==> config.mk <==
export PLATFORM = sky130hd
export DESIGN_NAME = lane_traffic_scheduler
export DESIGN_NICKNAME = d
export VERILOG_FILES = /design/src/rtl/lane_traffic_scheduler.sv
export SDC_FILE = /design/constraint.sdc
export NUM_CORES = 1
export LEC_CHECK = 0
export ABC_AREA = 1
export ABC_CLOCK_PERIOD_IN_PS = 3200
export CAP_MARGIN = 20
export CORE_ASPECT_RATIO = 0.8
export CORE_MARGIN = 8
export CORE_UTILIZATION = 35
export DETAILED_ROUTE_END_ITERATION = 8
export PLACE_DENSITY_LB_ADDON = 0.1
export SKIP_LAST_GASP = 1
export SYNTH_ARGS = -nofsm -noshare
export SYNTH_HDL_FRONTEND = slang
export SYNTH_SLANG_ARGS = --single-unit
export TNS_END_PERCENT = 10
==> constraint.sdc <==
create_clock -name FrameClk -period 3.2 [get_ports FrameClk]
set_input_delay 0.64 -clock FrameClk [delete_from_list [all_inputs] [get_ports FrameClk]]
set_output_delay 0.64 -clock FrameClk [all_outputs]
set_load 0.05 [all_outputs]
==> src/rtl/lane_traffic_scheduler.sv <==
// Lane traffic scheduler: per-lane spawn/cooldown sequencing with a round-robin
// arbiter that grants at most one car spawn per frame, randomised by a Galois LFSR.

module lane_traffic_scheduler_lane #(
    parameter logic [7:0] INIT_CNT = 8'd0,
    parameter logic [7:0] MIN_GAP  = 8'd30
) (
    input  logic       clk_i,
    input  logic       rst_i,
    input  logic       game_active_i,
    input  logic       car_done_i,
    input  logic       grant_i,
    input  logic [9:0] rnd_i,
    output logic       ready_o,
    output logic       spawn_o,
    output logic [1:0] type_o,
    output logic [2:0] speed_o
);
    typedef enum logic [1:0] {IDLE, COOLDOWN, READY, ACTIVE} state_e;

    state_e     state_q, state_d;
    logic [7:0] cnt_q, cnt_d;
    logic       en_q, en_d;
    logic [1:0] type_q, type_d;
    logic [2:0] speed_q, speed_d;

    always_comb begin
        state_d = state_q;
        cnt_d   = cnt_q;
        en_d    = en_q;
        type_d  = type_q;
        speed_d = speed_q;
        // Leaving the game overrides everything, including CarDone and a grant.
        if (!game_active_i) begin
            state_d = IDLE;
            cnt_d   = 8'd0;
            en_d    = 1'b0;
        end else begin
            case (state_q)
                IDLE: begin
                    state_d = COOLDOWN;
                    cnt_d   = INIT_CNT;
                end
                COOLDOWN: begin
                    if (cnt_q == 8'd0) state_d = READY;
                    else               cnt_d   = cnt_q - 8'd1;
                end
                READY: begin
                    if (grant_i) begin
                        state_d = ACTIVE;
                        en_d    = 1'b1;
                        type_d  = (rnd_i[1:0] == 2'd3) ? 2'd0 : rnd_i[1:0];
                        speed_d = {1'b0, rnd_i[3:2]} + 3'd1;
                    end
                end
                ACTIVE: begin
                    if (car_done_i) begin
                        state_d = COOLDOWN;
                        cnt_d   = MIN_GAP + {2'b00, rnd_i[9:4]};
                        en_d    = 1'b0;
                    end
                end
                default: state_d = IDLE;
            endcase
        end
    end

    always_ff @(posedge clk_i or posedge rst_i) begin
        if (rst_i) begin
            state_q <= IDLE;
            cnt_q   <= 8'd0;
            en_q    <= 1'b0;
            type_q  <= 2'd0;
            speed_q <= 3'd0;
        end else begin
            state_q <= state_d;
            cnt_q   <= cnt_d;
            en_q    <= en_d;
            type_q  <= type_d;
            speed_q <= speed_d;
        end
    end

    assign ready_o = (state_q == READY);
    assign spawn_o = en_q;
    assign type_o  = type_q;
    assign speed_o = speed_q;
endmodule

module lane_traffic_scheduler #(
    parameter int          NUM_LANES  = 4,
    parameter logic [9:0]  LANE_Y0    = 10'd96,
    parameter logic [9:0]  LANE_PITCH = 10'd32,
    parameter logic [7:0]  MIN_GAP    = 8'd30,
    parameter logic [7:0]  STAGGER    = 8'd20,
    parameter logic [15:0] LFSR_SEED  = 16'hACE1
) (
    input  logic                    FrameClk,
    input  logic                    Reset,
    input  logic                    GameActive,
    input  logic [NUM_LANES-1:0]    CarDone,
    output logic [NUM_LANES-1:0]    SpawnEnable,
    output logic [2*NUM_LANES-1:0]  LaneType,
    output logic [3*NUM_LANES-1:0]  LaneSpeed,
    output logic [NUM_LANES-1:0]    FaceLeft,
    output logic [10*NUM_LANES-1:0] LaneY
);
    localparam int PW = $clog2(NUM_LANES);

    logic [15:0]          lfsr_q, lfsr_d;
    logic [PW-1:0]        rr_q, rr_d, hit_idx;
    logic                 hit;
    logic [NUM_LANES-1:0] ready, grant;

    assign lfsr_d = {1'b0, lfsr_q[15:1]} ^ (lfsr_q[0] ? 16'hB400 : 16'h0000);

    // Round-robin: first READY lane at or after rr_q (wrapping) wins.
    always_comb begin
        int k;
        hit     = 1'b0;
        hit_idx = '0;
        grant   = '0;
        for (int j = 0; j < NUM_LANES; j++) begin
            k = int'(rr_q) + j;
            if (k >= NUM_LANES) k = k - NUM_LANES;
            if (!hit && ready[k]) begin
                hit     = 1'b1;
                hit_idx = PW'(k);
            end
        end
        rr_d = rr_q;
        if (hit && GameActive) begin
            grant[hit_idx] = 1'b1;
            rr_d = (hit_idx == PW'(NUM_LANES - 1)) ? '0 : hit_idx + PW'(1);
        end
    end

    always_ff @(posedge FrameClk or posedge Reset) begin
        if (Reset) begin
            lfsr_q <= LFSR_SEED;
            rr_q   <= '0;
        end else begin
            lfsr_q <= lfsr_d;
            rr_q   <= rr_d;
        end
    end

    for (genvar i = 0; i < NUM_LANES; i++) begin : g_lane
        localparam logic [7:0] INIT = 8'(STAGGER * i);

        lane_traffic_scheduler_lane #(
            .INIT_CNT (INIT),
            .MIN_GAP  (MIN_GAP)
        ) u_lane (
            .clk_i         (FrameClk),
            .rst_i         (Reset),
            .game_active_i (GameActive),
            .car_done_i    (CarDone[i]),
            .grant_i       (grant[i]),
            .rnd_i         (lfsr_q[9:0]),
            .ready_o       (ready[i]),
            .spawn_o       (SpawnEnable[i]),
            .type_o        (LaneType[2*i +: 2]),
            .speed_o       (LaneSpeed[3*i +: 3])
        );

        assign FaceLeft[i]        = ((i % 2) == 1);
        assign LaneY[10*i +: 10]  = 10'(LANE_Y0 + LANE_PITCH * i);
    end
endmodule

; ---- Yosys cells after proc, flatten, opt, wreduce, memory -nomap -nowiden
; Index checks and enable logic that the tools add are counted.
[totals]
ff_bits = 82
elab_cells = 199
output_inout_bits = 68
[classes]
reduce_logical = 32
eq_ne = 38
n_lt_le_gt_ge = 10
n_mux = 82
addsub = 14
bitwise_logic = 1
[ops]
columns = cell, count
row1 = "32-bit by 4-bit less-than comparator with 1-bit output, second input constant", 4
row2 = 32-bit two-way mux, 4
row3 = 8-bit two-way mux, 12
row4 = 8-bit one-hot mux with 3 select lines, 4
row5 = 3-bit AND reduction, 16
row6 = 2-bit two-way mux, 22
row7 = "3-bit inequality test, second input constant", 12
row8 = 8-bit zero test, 4
row9 = 2-bit one-hot mux with 4 select lines, 4
row10 = "8-bit by 1-bit subtractor with 8-bit output, second input constant", 4
row11 = 1-bit two-way mux, 25
row12 = "2-bit == test, second input constant", 10
row13 = 16-bit two-way mux, 1
row14 = "4-bit by 1-bit inequality test with 1-bit output, second input constant", 4
row15 = 15-bit by 16-bit bitwise XOR with 16-bit output, 1
row16 = "3-bit by 1-bit inequality test with 1-bit output, second input constant", 4
row17 = "3-bit by 2-bit inequality test with 1-bit output, second input constant", 4
row18 = "3-bit by 3-bit subtractor with 4-bit output, second input constant", 3
row19 = "3-bit >= comparator, second input constant", 3
row20 = 1-bit binary-select mux with 2-bit select, 4
row21 = "2-bit by 1-bit == test with 1-bit output, second input constant", 4
row22 = 2-bit zero test, 4
row23 = 1-bit one-hot mux with 2 select lines, 4
row24 = "5-bit by 6-bit adder with 7-bit output, first input constant", 1
row25 = 11 further kinds, 19

; ---- Logic depth before layout (Yosys ltp)
[depth]
depth_word = 23
depth_mapped = 18
mapped_depth_nobuf = 18

; ---- Modules after synthesis
; Synthesis repeated with hierarchy kept, for this count alone.
[unflattened]
hier_cells = 795
area_unflattened_um2 = 5999.5
[by_module_without_submodules]
columns = module, cells_per_inst, n_inst, area_each_um2, seq_area_each_um2
row1 = lane_traffic_scheduler_lane (g_lane[2].u_lane), 158, 1, 1257.5, 400.4
row2 = lane_traffic_scheduler, 151, 1, 1251.2, 460.4
row3 = lane_traffic_scheduler_lane (g_lane[1].u_lane), 163, 1, 1171.1, 400.4
row4 = lane_traffic_scheduler_lane (g_lane[3].u_lane), 165, 1, 1164.9, 400.4
row5 = lane_traffic_scheduler_lane (g_lane[0].u_lane), 158, 1, 1154.9, 400.4

; ---- Least setup slack after synthesis
; No wires, ideal clock.
[synth_path]
path_type = register to register
start = register g_lane[1].u_lane.state_q[0]
end = register g_lane[1].u_lane.state_q[1]
path_stages_with_launch = 17
path_slack_ns = 0.929
setup_ns = 0.117
arrival_time_ns = 2.155
path_buffers = 0
cell_sequence = dfrtp_1 inv_1 ha_1 nand3_1 nand2_1 nor2_2 nand3_1 nand2_1 xor2_1 nand2_1 inv_1 ha_1 nand3_1 nand3_2 nand2_1 nand2_1 nand2_1
[synth_via]
elab_chain_cells = 21
elab_cells_between_ends = 43
classes_between = order compare (2) / eq/ne (6) / mux (25) / reduce/logical (10)
[synth_rtl]
columns = item, line
row1 = from (decl), 21  ; state_e state_q, state_d;
row2 = from (signal assigned), 76  ; state_q <= state_d;
row3 = 2-bit == test, "39, 84"
row4 = 1-bit binary-select mux with 2-bit select, 126  ; if (!hit && ready[k]) begin
row5 = 1-bit two-way mux (not written as such) (2 in a row), 126
row6 = 1-bit two-way mux, 126
row7 = 1-bit zero test, 126
row8 = 1-bit logical AND, 126
row9 = 1-bit two-way mux, 126
row10 = 1-bit zero test, 126
row11 = (+4 left out), --
row12 = 2-bit two-way mux, 126
row13 = 2-bit by 3-bit less-than comparator with 1-bit output (not written as such) or 2-bit by 1-bit >= comparator with 1-bit output (tied branches), 133  ; grant[hit_idx] = 1'b1;
row14 = 1-bit logical AND (not written as such), 133
row15 = 1-bit two-way mux (not written as such), 133
row16 = 1-bit demux with 2-bit select, 133
row17 = 4-bit two-way mux, 132  ; if (hit && GameActive) begin
row18 = 3-bit inequality test (no line), --
row19 = 3-bit AND reduction (no line), --
; Parallel ways exist; a longest one is shown, timed or not. The select of a mux whose other input is x is not followed.
; A chain may end at the register's enable or synchronous reset.

; ---- Worst setup path in the final report
; Ends and elaborated chain as after synthesis.

==> results.py <==
metrics = {
    "run_status": {
        "status": "complete, no violations",
    },
    "timing": {
        "period_minus_slack_ps": 2710,
        "fmax_mhz": 369,
        "slew_headroom_pct": 36.8,
        "clock_skew_ps": 11.8,
        "tns_ps": 0,
        "setup_viol": 0,
        "tightestPinTransition_ps": 938,
        "fin_crit_sh_pct": 84.7,
        "finalHoldViolations": 0,
        "rsz0062_at_grt": "false",
        "finalMaxSlewViolations": 0,
    },
    "critical_path": {
        "startpoint_type": "flop",
        "crit_path_end_kind": "flop",
        "crit_type": "flop to flop",
        "required_ps": 3440,
        "critical_path_arrival_ps": 2950,
        "crit_path_max_fanout": 6,
    },
    "cts": {
        "post_cts_buffers": 0,
        "root_buffer": "clkbuf_16",
        "cts_tree": "built",
        "htreeDepth": 3,
        "cts.clk_slew.worst_paths_ps": 70,
        "cts_made_buffers": 9,
        "clk_latency_ps": 350,
        "ctsHoldBuffers": 0,
        "cts_resized": 0,
        "cts.sinks": 82,
        "clk_path_buf_depth": 2,
    },
    "synthesis": {
        "ys.flop_type": "dfrtp_1",
        "ys_async_sr_fraction_pct": 100,
        "synth_seq_cells": 82,
        "synth_cell_type_count": 40,
        "syn-cell-area_um2": 5250,
        "ys.warnings.count": 0,
        "syn_area_per_cell_um2": 7.77,
        "seq_area_frac_synth_pct": 39.3,
        "syn_inst": 675,
        "synth-edff-count": 0,
    },
    "placed_design": {
        "post-dp-hpwl_um": 9380,
        "routabilityCongestion": 0.802,
        "dpl_cell_area_um2": 5620,
        "io_buffers": 30,
    },
    "die": {
        "die_h_um": 126,
        "core_area_um2": 14800,
        "rows": 40,
        "initial_utilization_pct": 35.4,
        "io_pins": 75,
        "die_w_um": 153,
        "die-area_um2": 19200,
    },
    "cells_and_area": {
        "drive_above_1_share_pct": 7.55,
        "final_cell_area_um2": 5920,
        "antenna_cells": 0,
        "area_growth_pct": 12.9,
        "fin_nets": 751,
        "final_common_cell": "nand2_1",
        "final_cell_mix": "nand2_1, inv_1, dfrtp_1",
    },
    "detailed_routing": {
        "antenna_left": 0,
        "drc_errors": 0,
        "viasPerCell": 4.71,
        "wl_um": 12600,
        "drtIter0Drc": 239,
        "first_pass_iters": 5,
        "route.vias.total": 4255,
        "routedWlPerCell_um": 14.0,
    },
    "global_routing": {
        "grt_pass1_wl_um": 21000,
        "antenna_found_initial": 0,
        "grt_usage_pct": 13.5,
        "first_global_vias": 4153,
        "grt_max_degree": 38,
        "grt-ovfl-total": 0,
    },
    "worst_hold_path": {
        "hold_path_class": "flop to flop",
    },
    "power_and_ir_drop": {
        "powerDensity_nw_per_um2": 937,
        "vdd_drop_max_mv": 0.379,
        "p_leak_nw": 2.96,
    },
    "run": {
        "cap_violations": 0,
    },
}
power by group:
group / internal, mW / switching, mW / total, mW
registers: 1.29 / 0.223 / 1.51
clock network: 0.610 / 0.455 / 1.06
logic: 0.969 / 2.00 / 2.97
routing by layer:
layer | GRT usage [%] | vias to the layer above | part of all wire (%)
met2 | 19.6 | 120 | 41
met5 | 0 | - | 0
met3 | 4.41 | 20 | 6.2
li1 | - | 2158 | -
met4 | 5.11 | 0 | 2.0
met1 | 18.3 | 1957 | 50
sequential cells by signal (all words and copies together), names as in the netlist:
signal / cells
g_lane.u_lane.speed_o: 12
g_lane.u_lane.cnt_q: 32
lfsr_q: 16
g_lane.u_lane.spawn_o: 4
g_lane.u_lane.state_q: 8
rr_q: 2
g_lane.u_lane.type_o: 8
cells by family (layout without fill, tap and decap cells):
family	count (synthesis)	in the layout	share of synthesized area, %
flops	82	82	39.3
buf+inv	149	147	14.4
xor+xnor	9	9	1.50
other cells	2	44	0.143
fa+ha+maj	34	34	8.11
simple gates	275	275	23.8
compound gates	124	124	12.7
area by class of cell:
type,count,area [um^2]
clock buffers,9,225
clock inverters,7,77.6
fillers,1538,8890
inverters,93,353
multi-input cells,486,2580
flip-flops and latches,82,2060
well taps,189,236
repair buffers,38,385
path summary, 6_finish.rpt:
| path | start | endpoint | slack [ps] | depth (start not counted) |
|---|---|---|---|---|
| worst min-delay path | lfsr_q[12]$_DFF_PP0_ | lfsr_q[11]$_DFF_PP1_ | 360 | 0 |
| worst max-delay path | g_lane[1].u_lane.state_q[0]$_DFFE_PP0P_ | g_lane[1].u_lane.state_q[1]$_DFFE_PP0P_ | 490 | 18 |
| worst min register to register | lfsr_q[12]$_DFF_PP0_ | lfsr_q[11]$_DFF_PP1_ | 360 | 0 |
| worst max register to register | g_lane[1].u_lane.state_q[0]$_DFFE_PP0P_ | g_lane[1].u_lane.state_q[1]$_DFFE_PP0P_ | 490 | 18 |
| min in group asynchronous | Reset | g_lane[0].u_lane.speed_o[0]$_DFFE_PP0P_ | 610 | 2 |
| max in group asynchronous | Reset | g_lane[3].u_lane.cnt_q[1]$_DFFE_PP0P_ | 1980 | 3 |
critical path: stages (launching register included):
cell	delay (ps)
dfrtp_1	430
inv_1	130
ha_1	360
inv_1	100
nand2_1	80
nand2_1	60
nand2_2	90
nand2_4	60
nand3_1	90
nand2_1	70
xor2_1	180
nand2_1	130
inv_1	110
ha_1	220
nand3_1	150
nand3_2	130
nand2_1	80
nand2_1	80
nand2_1	40
synth_stat cells (all sizes together), types with 2 or more instances:
cell,count,area [um^2]
buf,54,398
clkbuf,2,7.51
nor2,51,213
o21ai,81,405
nor4,2,12.5
inv,92,348
xnor2,2,17.5
xor2,7,61.3
conb,2,7.51
a21oi,17,85.1
a31oi,2,12.5
o31ai,2,15.0
nand2,153,594
nand4,2,27.5
a21boi,2,15.0
dfstp,8,210
nor3,8,40.0
dfrtp,74,1850
nand3,57,350
ha,34,425
o22ai,17,106
through the flow:
stage | std cells | utilization, % | setup WS [ps] | power (mW) | hold slack [ps]
after floorplan | 717 | - | 465 | 3.91 | 333
after global placement | 888 | 37.9 | 459 | 4.47 | 340
after detailed placement | 888 | 37.9 | 377 | 4.48 | 353
after CTS | 904 | 40.0 | 512 | 5.60 | 360
after global routing | 904 | 40.0 | 204 | 6.06 | 366
final | 904 | 40.0 | 489 | 5.55 | 357
No activity file was read; power rests on OpenSTA's default activity.
